==> src/rtl/enum_level_stepper_pkg.sv <==
// enum_types: shared types for the enum level stepper.
//   level_e         : ordered level members E_NONE..E_MAX (values 0,10,20,30,40)
//   stepper_op_e    : 2-bit command opcode (NEXT, PREV, LOAD, QUERY)
//   stepper_state_e : control FSM states (IDLE, STEP, RESP)
//   LEVEL_NUM       : number of level members
//   is_member()     : true when a raw byte is the value of a level member
package enum_types;

    typedef enum logic [7:0] {
        E_NONE   = 8'd0,
        E_LOW    = 8'd10,
        E_MEDIUM = 8'd20,
        E_HIGH   = 8'd30,
        E_MAX    = 8'd40
    } level_e;

    typedef enum logic [1:0] {
        OP_NEXT  = 2'd0,
        OP_PREV  = 2'd1,
        OP_LOAD  = 2'd2,
        OP_QUERY = 2'd3
    } stepper_op_e;

    typedef enum logic [1:0] {
        ST_IDLE = 2'd0,
        ST_STEP = 2'd1,
        ST_RESP = 2'd2
    } stepper_state_e;

    localparam int     LEVEL_NUM   = 5;
    localparam level_e LEVEL_FIRST = E_NONE;
    localparam level_e LEVEL_LAST  = E_MAX;

    function automatic logic is_member(input logic [7:0] raw);
        case (raw)
            8'd0, 8'd10, 8'd20, 8'd30, 8'd40: return 1'b1;
            default:                          return 1'b0;
        endcase
    endfunction

endpackage

==> src/rtl/enum_level_stepper_step.sv <==
// enum_level_step: combinational single-member step of a level.
//   level      in  : current level
//   dir        in  : 1 = forward (towards E_MAX), 0 = backward (towards E_NONE)
//   saturate   in  : 1 = hold at the ends, 0 = wrap around
//   next_level out : level after one step
//   at_edge    out : the step crossed an end (wrapped or was held)
module enum_level_step
    import enum_types::*;
(
    input  level_e level,
    input  logic   dir,
    input  logic   saturate,
    output level_e next_level,
    output logic   at_edge
);

    always_comb begin
        next_level = level;
        at_edge    = 1'b0;
        if (dir) begin
            case (level)
                E_NONE:   next_level = E_LOW;
                E_LOW:    next_level = E_MEDIUM;
                E_MEDIUM: next_level = E_HIGH;
                E_HIGH:   next_level = E_MAX;
                E_MAX: begin
                    at_edge    = 1'b1;
                    next_level = saturate ? LEVEL_LAST : LEVEL_FIRST;
                end
                default:  next_level = E_NONE;
            endcase
        end else begin
            case (level)
                E_NONE: begin
                    at_edge    = 1'b1;
                    next_level = saturate ? LEVEL_FIRST : LEVEL_LAST;
                end
                E_LOW:    next_level = E_NONE;
                E_MEDIUM: next_level = E_LOW;
                E_HIGH:   next_level = E_MEDIUM;
                E_MAX:    next_level = E_HIGH;
                default:  next_level = E_NONE;
            endcase
        end
    end

endmodule

==> src/rtl/enum_level_stepper.sv <==
// enum_level_stepper: NUM_CH independent enum level channels driven by a
// command/response handshake. NEXT/PREV walk the selected channel one member
// per cycle for cmd_count cycles, LOAD sets it from a raw byte, QUERY reads it.
//   clk, rst            : rising-edge clock, synchronous active-high reset
//   cmd_valid/cmd_ready : command handshake (ready only while idle)
//   cmd_ch/op/count/raw : channel, opcode, step count, raw LOAD value
//   rsp_valid/rsp_ready : response handshake (valid only in RESP)
//   rsp_ch/level        : channel and its level after the command
//   rsp_edge            : a wrap or saturation occurred during the command
//   rsp_invalid         : LOAD raw was not a member, or cmd_ch was out of range
//   level_out           : current level of every channel
//   num_levels          : constant member count
// Optional: define ENUM_STEPPER_WRAP_CNT_EN to add wrap_cnt, a per-channel
// saturating 16-bit count of edge events.
module enum_level_stepper
    import enum_types::*;
#(
    parameter  int NUM_CH   = 4,
    parameter  int CNT_W    = 8,
    parameter  int SATURATE = 0,
    localparam int CH_W     = (NUM_CH > 1) ? $clog2(NUM_CH) : 1
) (
    input  logic                     clk,
    input  logic                     rst,
    input  logic                     cmd_valid,
    output logic                     cmd_ready,
    input  logic [CH_W-1:0]          cmd_ch,
    input  stepper_op_e              cmd_op,
    input  logic [CNT_W-1:0]         cmd_count,
    input  logic [7:0]               cmd_raw,
    output logic                     rsp_valid,
    input  logic                     rsp_ready,
    output logic [CH_W-1:0]          rsp_ch,
    output level_e                   rsp_level,
    output logic                     rsp_edge,
    output logic                     rsp_invalid,
    output level_e [NUM_CH-1:0]      level_out,
    output int                       num_levels
`ifdef ENUM_STEPPER_WRAP_CNT_EN
    ,
    output logic [NUM_CH-1:0][15:0]  wrap_cnt
`endif
);

    stepper_state_e      state_q, state_d;
    logic [CH_W-1:0]     ch_q, ch_d;
    stepper_op_e         op_q, op_d;
    logic [CNT_W-1:0]    remaining_q, remaining_d;
    logic                edge_q, edge_d;
    logic                invalid_q, invalid_d;
    level_e [NUM_CH-1:0] level_q, level_d;

    level_e              step_next;
    logic                step_edge;
    logic                ch_oob;

    // Single stepper shared by all channels; only the latched channel moves.
    enum_level_step u_step (
        .level      (level_q[ch_q]),
        .dir        (op_q == OP_NEXT),
        .saturate   (SATURATE != 0),
        .next_level (step_next),
        .at_edge    (step_edge)
    );

    assign ch_oob = (32'(cmd_ch) >= 32'(NUM_CH));

    always_comb begin
        state_d     = state_q;
        ch_d        = ch_q;
        op_d        = op_q;
        remaining_d = remaining_q;
        edge_d      = edge_q;
        invalid_d   = invalid_q;
        level_d     = level_q;

        case (state_q)
            ST_IDLE: begin
                if (cmd_valid) begin
                    edge_d      = 1'b0;
                    invalid_d   = 1'b0;
                    remaining_d = cmd_count;
                    if (ch_oob) begin
                        // Out-of-range channel degrades to a flagged QUERY of channel 0.
                        ch_d      = '0;
                        op_d      = OP_QUERY;
                        invalid_d = 1'b1;
                        state_d   = ST_RESP;
                    end else begin
                        ch_d = cmd_ch;
                        op_d = cmd_op;
                        case (cmd_op)
                            OP_NEXT, OP_PREV: begin
                                state_d = (cmd_count != '0) ? ST_STEP : ST_RESP;
                            end
                            OP_LOAD: begin
                                if (is_member(cmd_raw)) begin
                                    level_d[cmd_ch] = level_e'(cmd_raw);
                                end else begin
                                    level_d[cmd_ch] = E_NONE;
                                    invalid_d       = 1'b1;
                                end
                                state_d = ST_RESP;
                            end
                            default: state_d = ST_RESP;
                        endcase
                    end
                end
            end
            ST_STEP: begin
                level_d[ch_q] = step_next;
                edge_d        = edge_q | step_edge;
                remaining_d   = remaining_q - 1'b1;
                if (remaining_q == CNT_W'(1)) begin
                    state_d = ST_RESP;
                end
            end
            ST_RESP: begin
                if (rsp_ready) begin
                    state_d = ST_IDLE;
                end
            end
            default: state_d = ST_IDLE;
        endcase
    end

    always_ff @(posedge clk) begin
        if (rst) begin
            state_q     <= ST_IDLE;
            ch_q        <= '0;
            op_q        <= OP_QUERY;
            remaining_q <= '0;
            edge_q      <= 1'b0;
            invalid_q   <= 1'b0;
            for (int unsigned i = 0; i < NUM_CH; i++) begin
                level_q[i] <= E_NONE;
            end
        end else begin
            state_q     <= state_d;
            ch_q        <= ch_d;
            op_q        <= op_d;
            remaining_q <= remaining_d;
            edge_q      <= edge_d;
            invalid_q   <= invalid_d;
            level_q     <= level_d;
        end
    end

`ifdef ENUM_STEPPER_WRAP_CNT_EN
    logic [NUM_CH-1:0][15:0] wrap_cnt_q, wrap_cnt_d;

    always_comb begin
        wrap_cnt_d = wrap_cnt_q;
        if ((state_q == ST_STEP) && step_edge && (wrap_cnt_q[ch_q] != 16'hFFFF)) begin
            wrap_cnt_d[ch_q] = wrap_cnt_q[ch_q] + 16'd1;
        end
    end

    always_ff @(posedge clk) begin
        if (rst) begin
            wrap_cnt_q <= '0;
        end else begin
            wrap_cnt_q <= wrap_cnt_d;
        end
    end

    assign wrap_cnt = wrap_cnt_q;
`endif

    assign cmd_ready   = (state_q == ST_IDLE);
    assign rsp_valid   = (state_q == ST_RESP);
    assign rsp_ch      = ch_q;
    assign rsp_level   = level_q[ch_q];
    assign rsp_edge    = edge_q;
    assign rsp_invalid = invalid_q;
    assign level_out   = level_q;
    assign num_levels  = LEVEL_NUM;

endmodule
==> config.mk <==
export PLATFORM = sky130hd
export DESIGN_NAME = enum_level_stepper
export DESIGN_NICKNAME = d
export VERILOG_FILES = /design/src/rtl/enum_level_stepper_pkg.sv /design/src/rtl/enum_level_stepper_step.sv /design/src/rtl/enum_level_stepper.sv
export SDC_FILE = /design/constraint.sdc
export NUM_CORES = 1
export LEC_CHECK = 0
export CORE_MARGIN = 2
export CORE_UTILIZATION = 51
export DETAILED_ROUTE_END_ITERATION = 16
export PLACE_DENSITY = 0.87
export SETUP_SLACK_MARGIN = 0.5
export SLEW_MARGIN = 20
export SYNTH_ARGS = -nofsm -noshare
export SYNTH_HDL_FRONTEND = slang
export SYNTH_HIERARCHICAL = 1
export SYNTH_SLANG_ARGS = --single-unit
==> constraint.sdc <==
create_clock -name clk -period 6.4 [get_ports clk]
set_input_delay 1.92 -clock clk [delete_from_list [all_inputs] [get_ports clk]]
set_output_delay 1.92 -clock clk [all_outputs]
set_load 0.03 [all_outputs]
== Word-level counts from Yosys, hierarchy flattened ==
Cells that the tools add are included.
Cells by class
  $add $sub $neg: 1
  order comparisons: 4
  eq/ne operators: 17
  multiplexer cells: 34
  bitwise logic cells: 3
  reductions and logical operators: 15
Operators with widths (number)
  32-bit 2-to-1 mux: 3
  32-bit bitwise mux: 2
  32-bit one-hot mux with 2 select lines: 1
  6-bit one-hot mux with 4 select lines: 2
  8-bit 2-to-1 mux: 5
  32-bit AND: 1
  8-bit demux with 2-bit select: 2
  8-bit by 5-bit == test with 1-bit output, second input constant: 4
  32-bit NOT: 1
  8-bit binary-select mux with 2-bit select: 1
  8-bit by 4-bit == test with 1-bit output, second input constant: 2
  8-bit by 6-bit == test with 1-bit output, second input constant: 2
  8-bit logical NOT: 2
  8-bit one-hot mux with 2 select lines: 1
  1-bit 2-to-1 mux: 10
  2-bit 2-to-1 mux: 5
  8-bit by 1-bit == test with 1-bit output, second input constant: 1
  8-bit nonzero test: 1
  8-bit by 1-bit subtractor with 8-bit output, second input constant: 1
  2-bit logical NOT: 3
  2-bit by 3-bit less-than comparator with 1-bit output, second input constant: 2
  2-bit one-hot mux with 3 select lines: 1
  3-bit AND reduction: 2
  5-bit OR reduction: 1
  other kinds (11): 18
Word-level totals
  flip-flop bits (word level): 48
  input bits: 24
  output and inout port bits: 78
  logic and storage cells: 84

== Depth between registers and ports, before layout ==
Gate-level depths: netlist (run 1).
  word-level depth: 10
  mapped depth: 12
  mapped depth without buffers: 10

== Hierarchy ==
Netlist (run 1), hierarchy kept.
Modules (own cells, without submodules)
  enum_level_stepper: instances 1, cells each 359, area each 3001.6 um2
  enum_level_step: instances 1, cells each 31, area each 202.7 um2

== Worst setup path before layout (run 1) ==
No wires, ideal clock.
  path kind: register to output
  start point: register ch_q[1] (netlist: rsp_ch[1])
  end point: output rsp_level[5]
  data arrival time: 1.933 ns
  required time: 4.480 ns
  setup slack: 2.547 ns
  cell stages (with the launch flop): 4
  path buffers: 2
  cells stage by stage: dfxtp_1 clkbuf_1 buf_1 mux4_2
On the way
  word-level cells in the longest chain between the ends: 2
Ends and longest elaborated chain
  start: declaration: RTL line enum_level_stepper.sv:46  | logic [CH_W-1:0] ch_q, ch_d;
  start signal: assignment: RTL line enum_level_stepper.sv:140  | ch_q <= ch_d;
  8-bit binary-select mux with 2-bit select: RTL line enum_level_stepper.sv:173  | assign rsp_level = level_q[ch_q];
  8-bit 2-to-1 mux (implied by the code): RTL line enum_level_stepper.sv:173
  end: declaration: RTL line enum_level_stepper.sv:34  | output level_e rsp_level,
Every way passes these cells. The select of a mux whose other input is x is not followed.

== Worst setup path after layout (run 1) ==
  start point: register ch_q[1] (netlist: rsp_ch[1])
  end point: output rsp_level[4]
The elaborated chain is that of the path after synthesis.

==> impl_metrics.env, run 1 <==
export IMPL_dr_wl_met3_mm=1.08
export IMPL_finalCritPeriodShare_pct=70.4
export IMPL_final_area_um2=3880
export IMPL_ys_warn_count=6
export IMPL_start_util_pct=53.5
export IMPL_worstHoldPathType="reg2reg"
export IMPL_ant_nets=0
export IMPL_cts_tree="yes"
export IMPL_ys_ff_latch=48
export IMPL_ctsHtreeMaxLevel=2
export IMPL_period_minus_slack_ns=4.50
export IMPL_final_util_pct=64.8
export IMPL_power_density_nw_per_um2=229
export IMPL_num_rows=28
export IMPL_wl_met1_mm=3.70
export IMPL_fin_cells=520
export IMPL_first_global_vias=2991
export IMPL_die_height_um=83.3
export IMPL_syn_instance_count=390
export IMPL_power_w=0.000889
export IMPL_cp_required_ns=4.48
export IMPL_multi_input_area_um2=1950
export IMPL_syn_avg_cell_area_um2=8.22
export IMPL_r2r_start="rsp_ch[1]$_SDFFE_PP0P_"
export IMPL_ys_seq_area_share_pct=30.0
export IMPL_drtPass1Iterations=5
export IMPL_synth_cell_types=61
export IMPL_rsz0062_at_grt="false"
export IMPL_drt_wl_total_mm=9.23
export IMPL_tns_ns=0
export IMPL_globalRouteOverflowTotal=0
export IMPL_leakage_nw=1.36
export IMPL_setup_viol=0
export IMPL_crit_type="reg2out"
export IMPL_r2r_end="level_out[3]$_SDFFE_PP0P_"
export IMPL_vias=3299
export IMPL_dp_cells=512
export IMPL_grt_max_degree=28
export IMPL_start_kind="flip-flop"
export IMPL_coreArea_um2=5990
export IMPL_clock_latency_ns=0.31
export IMPL_die_width_um=83.3
export IMPL_cts_resized=0
export IMPL_topRoutingLayerUsed="met4"
export IMPL_synth_top_flop_cell="dfxtp_1"
export IMPL_finalMaxSlewViolations=0
export IMPL_post_cts_buffers=0
export IMPL_gp_congestion=0.981
export IMPL_cts_made_buffers=5
export IMPL_synth_edf_count=0
export IMPL_worstSetupStartpoint="rsp_ch[1]$_SDFFE_PP0P_"
export IMPL_hold_buffers=0
export IMPL_cts_sinks=48
export IMPL_r2r_setup_slack_ns=3.07
export IMPL_worstPathArrival_ns=2.58
export IMPL_detail_route_iter0_violations=502
export IMPL_area_growth_pct=21.1
export IMPL_grt_first_pass_wirelength_mm=14.8
export IMPL_clockRootBuffer="clkbuf_8"
export IMPL_met2WireLength_mm=4.08
export IMPL_cts_buffer_depth=2
export IMPL_peakVddDrop_mv=0.139
export IMPL_regArea_um2=961
export IMPL_async_flop_share_pct=0
export IMPL_skew_ns=0.0137
export IMPL_final_nets=470
export IMPL_grt_usage_pct=26.0
export IMPL_status="finished, final reports clean"
export IMPL_placed_area_um2=3760
export IMPL_drc=0
export IMPL_clkTransAtPathRegs_ns=0.09
export IMPL_final_hold_viol_count=0
export IMPL_io_buffers=69
export IMPL_endpoint="rsp_level[4]"
export IMPL_wl_per_cell_um=17.7
export IMPL_netlist_area_um2=3200
export IMPL_max_freq_mhz=222
export IMPL_relSlewSlack_pct=37.8
export IMPL_cap_violations=0
export IMPL_diodes=0
export IMPL_avgViaCountPerCell=6.34
export IMPL_ff2ff_path_depth=10
export IMPL_fillers=516
export IMPL_dp_hpwl_mm=6.79
export IMPL_end_kind="primary output"
export IMPL_pin_count=102
export IMPL_layout_drive_gt1_share_pct=8.54
export IMPL_path_max_fanout=19
export IMPL_worst_slew_pin_slew_ns=0.930
export IMPL_die_area_um2=6930
export IMPL_antenna_found_initial=0
[cells by family after synthesis]
kind of cell	synth area share (%)
other	0.351
DFF	30.0
adders and majority gates	0.781
xor gates and xnor gates	0.547
buffers and inverters	13.4
muxes	7.03
and+or+nand+nor	22.0
AOI/OAI and AO/OA	25.9
[synth_stat cells, types with 3 or more instances]
cell	n	share of area, %
nor3_1	11	1.7
conb_1	3	0.35
buf_4	36	8.4
clkbuf_1	14	1.6
o311a_1	6	1.9
o22ai_1	3	0.59
a311oi_1	4	1.1
a32oi_1	3	0.82
o211ai_1	3	0.70
nor2_1	41	4.8
and2_1	4	0.78
buf_2	7	1.1
a21oi_1	31	4.8
mux2_2	4	1.4
nand4_1	3	0.59
a211oi_1	14	3.3
a22oi_1	14	3.3
nor4_1	5	0.98
nand2b_1	4	0.78
inv_1	15	1.8
nand2_1	26	3.0
nor2b_1	5	0.98
mux4_2	8	5.6
o31ai_1	3	0.70
nand3_1	13	2.0
dfxtp_1	48	30
o21ai_0	14	2.2
[cell usage in the layout (no fill, tap or decap), types with 3 or more instances in the layout]
| master | count |
|---|---|
| dfxtp_1 | 48 |
| mux4_2 | 8 |
| o31ai_1 | 3 |
| nor4_1 | 5 |
| a22oi_1 | 14 |
| nor2_1 | 41 |
| a311oi_1 | 4 |
| o21ai_0 | 14 |
| nor3_1 | 11 |
| o22ai_1 | 3 |
| nand3_1 | 13 |
| nand4_1 | 3 |
| nor2b_1 | 4 |
| inv_1 | 15 |
| o211ai_1 | 3 |
| clkdlybuf4s50_1 | 69 |
| a21oi_1 | 31 |
| nand2_1 | 26 |
| and2_1 | 4 |
| conb_1 | 38 |
| a211oi_1 | 14 |
| nand2b_1 | 4 |
| mux2_2 | 4 |
| clkbuf_8 | 5 |
| o311a_1 | 6 |
| a32oi_1 | 3 |
[final cells by class]
class,instances,share of cell area [%]
repair buffers,71,18.2
clock buffers,5,1.77
inverters,15,1.45
multi-input cells,303,50.2
well taps,75,2.42
clock inverters,3,1.19
flip-flops and latches,48,24.8
[worst min path at each step]
| stage | startpoint | to | slack [ns] | depth (start not counted) |
|---|---|---|---|---|
| after detailed placement | op_q[0]$_SDFFE_PP1P_ | op_q[0]$_SDFFE_PP1P_ | 0.46 | 2 |
| after floorplan | op_q[1]$_SDFFE_PP1P_ | op_q[1]$_SDFFE_PP1P_ | 0.44 | 2 |
| after global routing | op_q[0]$_SDFFE_PP1P_ | op_q[0]$_SDFFE_PP1P_ | 0.51 | 2 |
| after global placement | op_q[1]$_SDFFE_PP1P_ | op_q[1]$_SDFFE_PP1P_ | 0.45 | 2 |
| final | op_q[0]$_SDFFE_PP1P_ | op_q[0]$_SDFFE_PP1P_ | 0.48 | 2 |
| after CTS | op_q[0]$_SDFFE_PP1P_ | op_q[0]$_SDFFE_PP1P_ | 0.48 | 2 |
[registers in the layout, summed over array words and instances (netlist names)]
signal and count:
remaining_q 8, op_q 2, rsp_ch 2, state_q 2
rsp_edge 1, rsp_invalid 1, level_out 32
[worst max-delay path: stages, from the launching register on]
cell and delay [ns]:
dfxtp_1 0.94, mux4_2 0.70, clkdlybuf4s50_1 0.63
[metal layers]
| metal | GRT usage (%) | up-vias |
|---|---|---|
| met4 | 11.0 | 0 |
| met3 | 5.77 | 38 |
| met1 | 34.6 | 1503 |
| met5 | 0 | - |
| li1 | - | 1493 |
| met2 | 40.5 | 265 |
[stage by stage]
| stage | setup slack, ns | hold WS, ns |
|---|---|---|
| global placement | 2.19 | 0.454 |
| global route | 1.78 | 0.510 |
| detailed placement | 2.19 | 0.463 |
| finish | 1.90 | 0.478 |
| CTS | 1.91 | 0.481 |
| floorplan | 2.55 | 0.441 |
[power breakdown]
part,internal [W],switching [W]
combinational,0.000115,0.000189
clock,0.000118,0.000113
sequential,0.000323,0.0000324
Power figures use the tool's default switching activity.
==> run 2: changes to the inputs <==
CORE_UTILIZATION = 42   (was 51)
PLACE_DENSITY = 0.77   (was 0.87)
clock period = 3.9 ns   (was 6.4 ns; I/O delays follow)
==> run 2 against run 1 <==
  * Global-route usage is 3.1 points lower
  * Clock-buffer cell count stayed put
  * Register-to-register slack worse by 2.0 ns
  * Die area is 20% higher
  * Sequential power is 64% higher
  * Critical path depth is 1 higher
  * Cell area is 0.77% higher
  * Core utilization is 11 points lower
  * Critical endpoint unchanged
  * Largest power group unchanged
==> impl_metrics.env, run 2 (same netlist as run 1, synthesis figures left out) <==
export IMPL_max_freq_mhz=308
export IMPL_most_common_layout_cells="clkdlybuf4s50_1, dfxtp_1, nor2_1"
export IMPL_worstPathArrival_ns=2.08
export IMPL_status="finished, final reports clean"
export IMPL_ff2ff_path_depth=10
export IMPL_clock_latency_ns=0.30
export IMPL_r2r_setup_slack_ns=1.08
export IMPL_pin_count=102
export IMPL_final_hold_viol_count=0
export IMPL_avgViaCountPerCell=5.95
export IMPL_ctsHtreeMaxLevel=2
export IMPL_rsz0062_at_grt="false"
export IMPL_start_util_pct=43.7
export IMPL_cts_sinks=48
export IMPL_post_cts_buffers=0
export IMPL_diodes=0
export IMPL_area_growth_pct=22.0
export IMPL_grt_max_degree=46
export IMPL_final_util_pct=53.3
export IMPL_gp_congestion=0.951
export IMPL_fillers=681
export IMPL_critical_path_max_stage_delay_ns=0.63
export IMPL_num_rows=31
export IMPL_fin_cells=547
export IMPL_cts_tree="yes"
export IMPL_final_nets=473
export IMPL_coreArea_um2=7330
export IMPL_drc=0
export IMPL_grt_first_pass_wirelength_mm=15.6
export IMPL_cts_made_buffers=5
export IMPL_cp_required_ns=2.73
export IMPL_multi_input_area_um2=1950
export IMPL_clkTransAtPathRegs_ns=0.09
export IMPL_final_area_um2=3910
export IMPL_cap_violations=0
export IMPL_tns_ns=0
export IMPL_finalMaxSlewViolations=0
export IMPL_end_kind="primary output"
export IMPL_relSlewSlack_pct=41.1
export IMPL_antenna_found_initial=0
export IMPL_die_height_um=91.3
export IMPL_first_global_vias=3028
export IMPL_die_width_um=91.3
export IMPL_grt_usage_pct=22.9
export IMPL_globalRouteOverflowTotal=0
export IMPL_layout_drive_gt1_share_pct=9.60
export IMPL_dp_cells=539
export IMPL_peakVddDrop_mv=0.221
export IMPL_io_buffers=69
export IMPL_skew_ns=0.0129
export IMPL_leakage_nw=1.37
export IMPL_setup_viol=0
export IMPL_vias=3257
export IMPL_wl_per_cell_um=17.6
export IMPL_cp_buffers_inverters=2
export IMPL_placed_area_um2=3820
export IMPL_cts_buffer_depth=2
export IMPL_mostFrequentLayoutCell="clkdlybuf4s50_1"
export IMPL_crit_cells=3
export IMPL_path_max_fanout=12
export IMPL_hold_depth=2
export IMPL_ant_nets=0
export IMPL_die_area_um2=8340
export IMPL_finalCritPeriodShare_pct=83.4
export IMPL_clockRootBuffer="clkbuf_8"
export IMPL_detail_route_iter0_violations=356
export IMPL_drt_wl_total_mm=9.62
export IMPL_period_minus_slack_ns=3.25
export IMPL_worstHoldPathType="reg2reg"
export IMPL_slowest_stage="clkdlybuf4s50_1"
export IMPL_regArea_um2=966
export IMPL_start_kind="flip-flop"
export IMPL_dp_hpwl_mm=7.09
export IMPL_drtPass1Iterations=5
export IMPL_worst_slew_pin_slew_ns=0.874
export IMPL_worstPathCellList="buf_4 -> mux4_2 -> clkdlybuf4s50_1"
export IMPL_largest_reg_flops=32
export IMPL_power_density_nw_per_um2=355
export IMPL_critPathTopFamily="buffers and inverters"
export IMPL_crit_type="reg2out"
run 2: cell count changes in the layout (fill, tap and decap cells not counted):
cell | previous run | this run
bufinv_16 | 1 | 0
dfxtp_4 | 0 | 1
dfxtp_2 | 0 | 1
inv_6 | 1 | 0
buf_4 | 2 | 5
dfxtp_1 | 48 | 46
clkinv_4 | 0 | 1
clkinvlp_4 | 1 | 0
clkinv_2 | 0 | 2
run 2: final cells by class:
type / instances / area share [%]
Timing Repair Buffer: 74 / 18.6
Tap cell: 99 / 3.17
Clock buffer: 5 / 1.76
Multi-Input combinational cell: 303 / 49.8
Inverter: 15 / 1.44
Sequential cell: 48 / 24.7
Clock inverter: 3 / 0.480
run 2: repair_timing:
item / in CTS / in global routing
gates resized for setup: 2 / 1
hold buffers: 0 / 0
setup endpoints to repair: 8 / 7
run 2: final timing paths:
kind / start / end
max: rsp_ch[0]$_SDFFE_PP0P_ / rsp_level[4]
min reg2reg: op_q[0]$_SDFFE_PP1P_ / op_q[0]$_SDFFE_PP1P_
min: op_q[0]$_SDFFE_PP1P_ / op_q[0]$_SDFFE_PP1P_
max reg2reg: rsp_ch[1]$_SDFFE_PP0P_ / level_out[3]$_SDFFE_PP0P_
run 2: power breakdown:
part	leakage [nW]	internal [W]	total, W	switching, W
registers	0.393	0.000530	0.000582	0.0000519
logic	0.930	0.000190	0.000502	0.000312
clock network	0.0479	0.000126	0.000303	0.000177
total	1.37	0.000845	0.00139	0.000541
run 2: worst min-delay path, cell delays in order, from the launching register on:
cell and delay [ns]:
dfxtp_1 0.32, nand2_1 0.05, nand3_1 0.06
run 2: through the flow:
step | total power, W | hold WS, ns | worst slack (ns)
after floorplan | 0.000943 | 0.441 | 0.502
after global placement | 0.00108 | 0.455 | 0.446
after detailed placement | 0.00109 | 0.468 | 0.526
after CTS | 0.00138 | 0.482 | 0.538
after global routing | 0.00145 | 0.513 | 0.611
final | 0.00139 | 0.480 | 0.648
run 2: metal layers:
layer / up-vias / share of wire (%) / global-route usage [%]
li1: 1489 / - / -
met1: 1542 / 42 / 31.1
met2: 201 / 46 / 37.1
met3: 25 / 9.6 / 4.32
met4: 0 / 2.5 / 6.44
met5: - / 0 / 0
==> run 3: changes to the inputs <==
clock period = 2.88 ns   (was 3.9 ns; I/O delays follow)
==> run 3 against run 2 <==
  * Setup slack lost 0.41 ns
  * Non-clock buffer count grew 52
  * Cell area grew 16%
  * Routed wire length grew 11%
  * Total power grew 49%
  * Combinational power grew 69%
  * First-iteration DRC count shrank 2.0%
  * Clock skew shrank 0.0044 ns
  * Cell count grew 9.7%
  * Critical path depth grew 7
  * Global-route usage grew 1.5 points
  * Sequential share of layout area shrank 3.4 points
  * Critical path type is now reg2reg
  * Largest power group is now combinational cells
==> impl_metrics.env, run 3 (same netlist as run 1, synthesis figures left out) <==
export IMPL_end_kind="flip-flop"
export IMPL_use_met2_pct=39.8
export IMPL_grt_max_degree=20
export IMPL_pwr_share_clk_pct=21.3
export IMPL_wl_per_cell_um=17.9
export IMPL_cts_buffer_depth=2
export IMPL_max_freq_mhz=378
export IMPL_final_area_um2=4550
export IMPL_power_density_nw_per_um2=454
export IMPL_first_global_vias=3239
export IMPL_pin_count=102
export IMPL_ant_nets=0
export IMPL_layout_drive_gt1_share_pct=27.1
export IMPL_placed_area_um2=4020
export IMPL_drc=0
export IMPL_r2r_start="rsp_ch[1]$_SDFFE_PP0P_"
export IMPL_p_sw_w=0.000798
export IMPL_endpoint="level_out[25]$_SDFFE_PP0P_"
export IMPL_ff2ff_path_depth=10
export IMPL_share_seq_of_total_power_pct=37.7
export IMPL_crit_cells=10
export IMPL_diodes=0
export IMPL_detail_route_iter0_violations=349
export IMPL_cp_required_ns=3.10
export IMPL_globalRouteOverflowTotal=0
export IMPL_most_common_layout_cells="buf_4, clkdlybuf4s50_1, dfxtp_1"
export IMPL_clock_latency_ns=0.31
export IMPL_ctsHtreeMaxLevel=2
export IMPL_die_width_um=91.3
export IMPL_leakage_nw=1.72
export IMPL_grt_usage_pct=24.4
export IMPL_worstHoldPathType="reg2reg"
export IMPL_drtPass1Iterations=5
export IMPL_grt_first_pass_wirelength_mm=16.4
export IMPL_regArea_um2=968
export IMPL_busiest_layer="met2"
export IMPL_die_area_um2=8340
export IMPL_cts_made_buffers=5
export IMPL_r2r_setup_slack_ns=0.23
export IMPL_start_util_pct=43.7
export IMPL_finalMaxSlewViolations=0
export IMPL_mostFrequentLayoutCell="buf_4"
export IMPL_slowest_stage="mux4_2"
export IMPL_coreArea_um2=7330
export IMPL_use_met1_pct=32.2
export IMPL_power_frac_comb_pct=41.0
export IMPL_clockRootBuffer="clkbuf_8"
export IMPL_hold_buffers=0
export IMPL_dp_hpwl_mm=7.28
export IMPL_antenna_found_initial=0
export IMPL_cp_buffers_inverters=2
export IMPL_gr_usage_met3_pct=4.07
export IMPL_path_max_fanout=4
export IMPL_io_buffers=69
export IMPL_cts_sinks=48
export IMPL_period_minus_slack_ns=2.65
export IMPL_finalCritPeriodShare_pct=91.9
export IMPL_largest_reg_flops=32
export IMPL_peakVddDrop_mv=0.274
export IMPL_swShare_pct=38.6
export IMPL_crit_type="reg2reg"
export IMPL_multi_input_area_um2=2160
export IMPL_fin_cells=600
export IMPL_final_nets=526
export IMPL_worst_slew_pin_slew_ns=0.733
export IMPL_die_height_um=91.3
export IMPL_num_rows=31
export IMPL_worstPathCellList="buf_12 -> mux4_2 -> nor4_2 -> nand4_1 -> buf_4 -> nor2_2 -> or3_4 -> o21ai_0 -> o211a_1 -> a221oi_2"
export IMPL_vias=3533
export IMPL_setup_viol=0
export IMPL_cts_tree="yes"
export IMPL_worstPathArrival_ns=2.87
export IMPL_status="finished, final reports clean"
export IMPL_critPathTopFamily="simple AND/OR/NAND/NOR gates"
export IMPL_skew_ns=0.00857
export IMPL_final_hold_viol_count=0
export IMPL_cap_violations=0
export IMPL_worstSetupStartpoint="rsp_ch[1]$_SDFFE_PP0P_"
export IMPL_start_kind="flip-flop"
export IMPL_r2r_end="level_out[25]$_SDFFE_PP0P_"
export IMPL_drt_wl_total_mm=10.7
export IMPL_critical_path_max_stage_delay_ns=0.57
export IMPL_area_growth_pct=42.1
export IMPL_avgViaCountPerCell=5.89
export IMPL_gp_congestion=0.961
export IMPL_intPower_w=0.00127
export IMPL_dp_cells=565
export IMPL_relSlewSlack_pct=50.9
export IMPL_rsz0062_at_grt="true"
export IMPL_min_delay_start="remaining_q[5]$_SDFFE_PP0P_"
export IMPL_fillers=612
export IMPL_clkTransAtPathRegs_ns=0.10
[run 3: cell types whose count changed in the layout (fill, tap and decap cells not counted), moves of 5 or more]
cell | before | now
buf_6 | 0 | 9
buf_4 | 5 | 54
a211oi_1 | 14 | 6
clkdlybuf4s50_1 | 69 | 53
o21ai_1 | 1 | 6
dlygate4sd2_1 | 0 | 7
o21ai_0 | 14 | 7
a211oi_2 | 0 | 8
[run 3: worst min-delay path, stage by stage, from the launching register on]
cell     delay, ns
dfxtp_1       0.32
nand3_1       0.06
a21oi_1       0.06
[run 3: timing repair]
action | in CTS | in global routing
resized for setup | 77 | 33
pin swaps | 14 | 19
cloned | 1 | 0
setup buffers | 13 | 13
setup endpoints to repair | 44 | 41
[run 3: per-layer routing]
metal	vias to the layer above	wire length (µm)
met3	39	916
met4	0	383
met2	227	5050
met5	-	0
li1	1611	-
met1	1656	4370
[run 3: power groups by stage]
| stage | clock network, W | logic (W) | registers (W) |
|---|---|---|---|
| finish | 0.000441 | 0.000847 | 0.000780 |
| global route | 0.000464 | 0.000898 | 0.000787 |
| CTS | 0.000441 | 0.000772 | 0.000777 |
| detailed placement | 0 | 0.000706 | 0.000801 |
| global placement | 0 | 0.000694 | 0.000799 |
| floorplan | 0 | 0.000452 | 0.000836 |
[run 3: area by class of cell]
cell class / instances / share of cell area [%]
Multi-Input combinational cell: 304 / 47.4
Sequential cell: 48 / 21.3
Inverter: 15 / 1.24
Clock inverter: 1 / 0.192
Clock buffer: 7 / 1.90
Tap cell: 99 / 2.72
Timing Repair Buffer: 126 / 25.3
[run 3: through the flow]
step / TNS [ns] / setup slack (ns) / hold slack [ns] / util (%) / power (W)
floorplan: 0 / 0.125 / 0.441 / - / 0.00129
global placement: 0 / 0.0248 / 0.455 / 54.9 / 0.00149
finish: 0 / 0.234 / 0.483 / 62.1 / 0.00207
detailed placement: -0.201 / -0.0384 / 0.466 / 54.9 / 0.00151
CTS: 0 / 0.303 / 0.480 / 59.2 / 0.00199
global route: 0 / 0.155 / 0.511 / 62.1 / 0.00215
[run 3: how the worst min path moves through the flow]
| stage | to | slack (ns) | depth (start not counted) |
|---|---|---|---|
| 2_1_floorplan | op_q[1]$_SDFFE_PP1P_ | 0.44 | 2 |
| 3_3_place_gp | op_q[1]$_SDFFE_PP1P_ | 0.46 | 2 |
| 3_5_place_dp | op_q[0]$_SDFFE_PP1P_ | 0.47 | 2 |
| 4_1_cts | remaining_q[5]$_SDFFE_PP0P_ | 0.48 | 2 |
| 5_1_grt | remaining_q[5]$_SDFFE_PP0P_ | 0.51 | 2 |
| 6_report | remaining_q[5]$_SDFFE_PP0P_ | 0.48 | 2 |
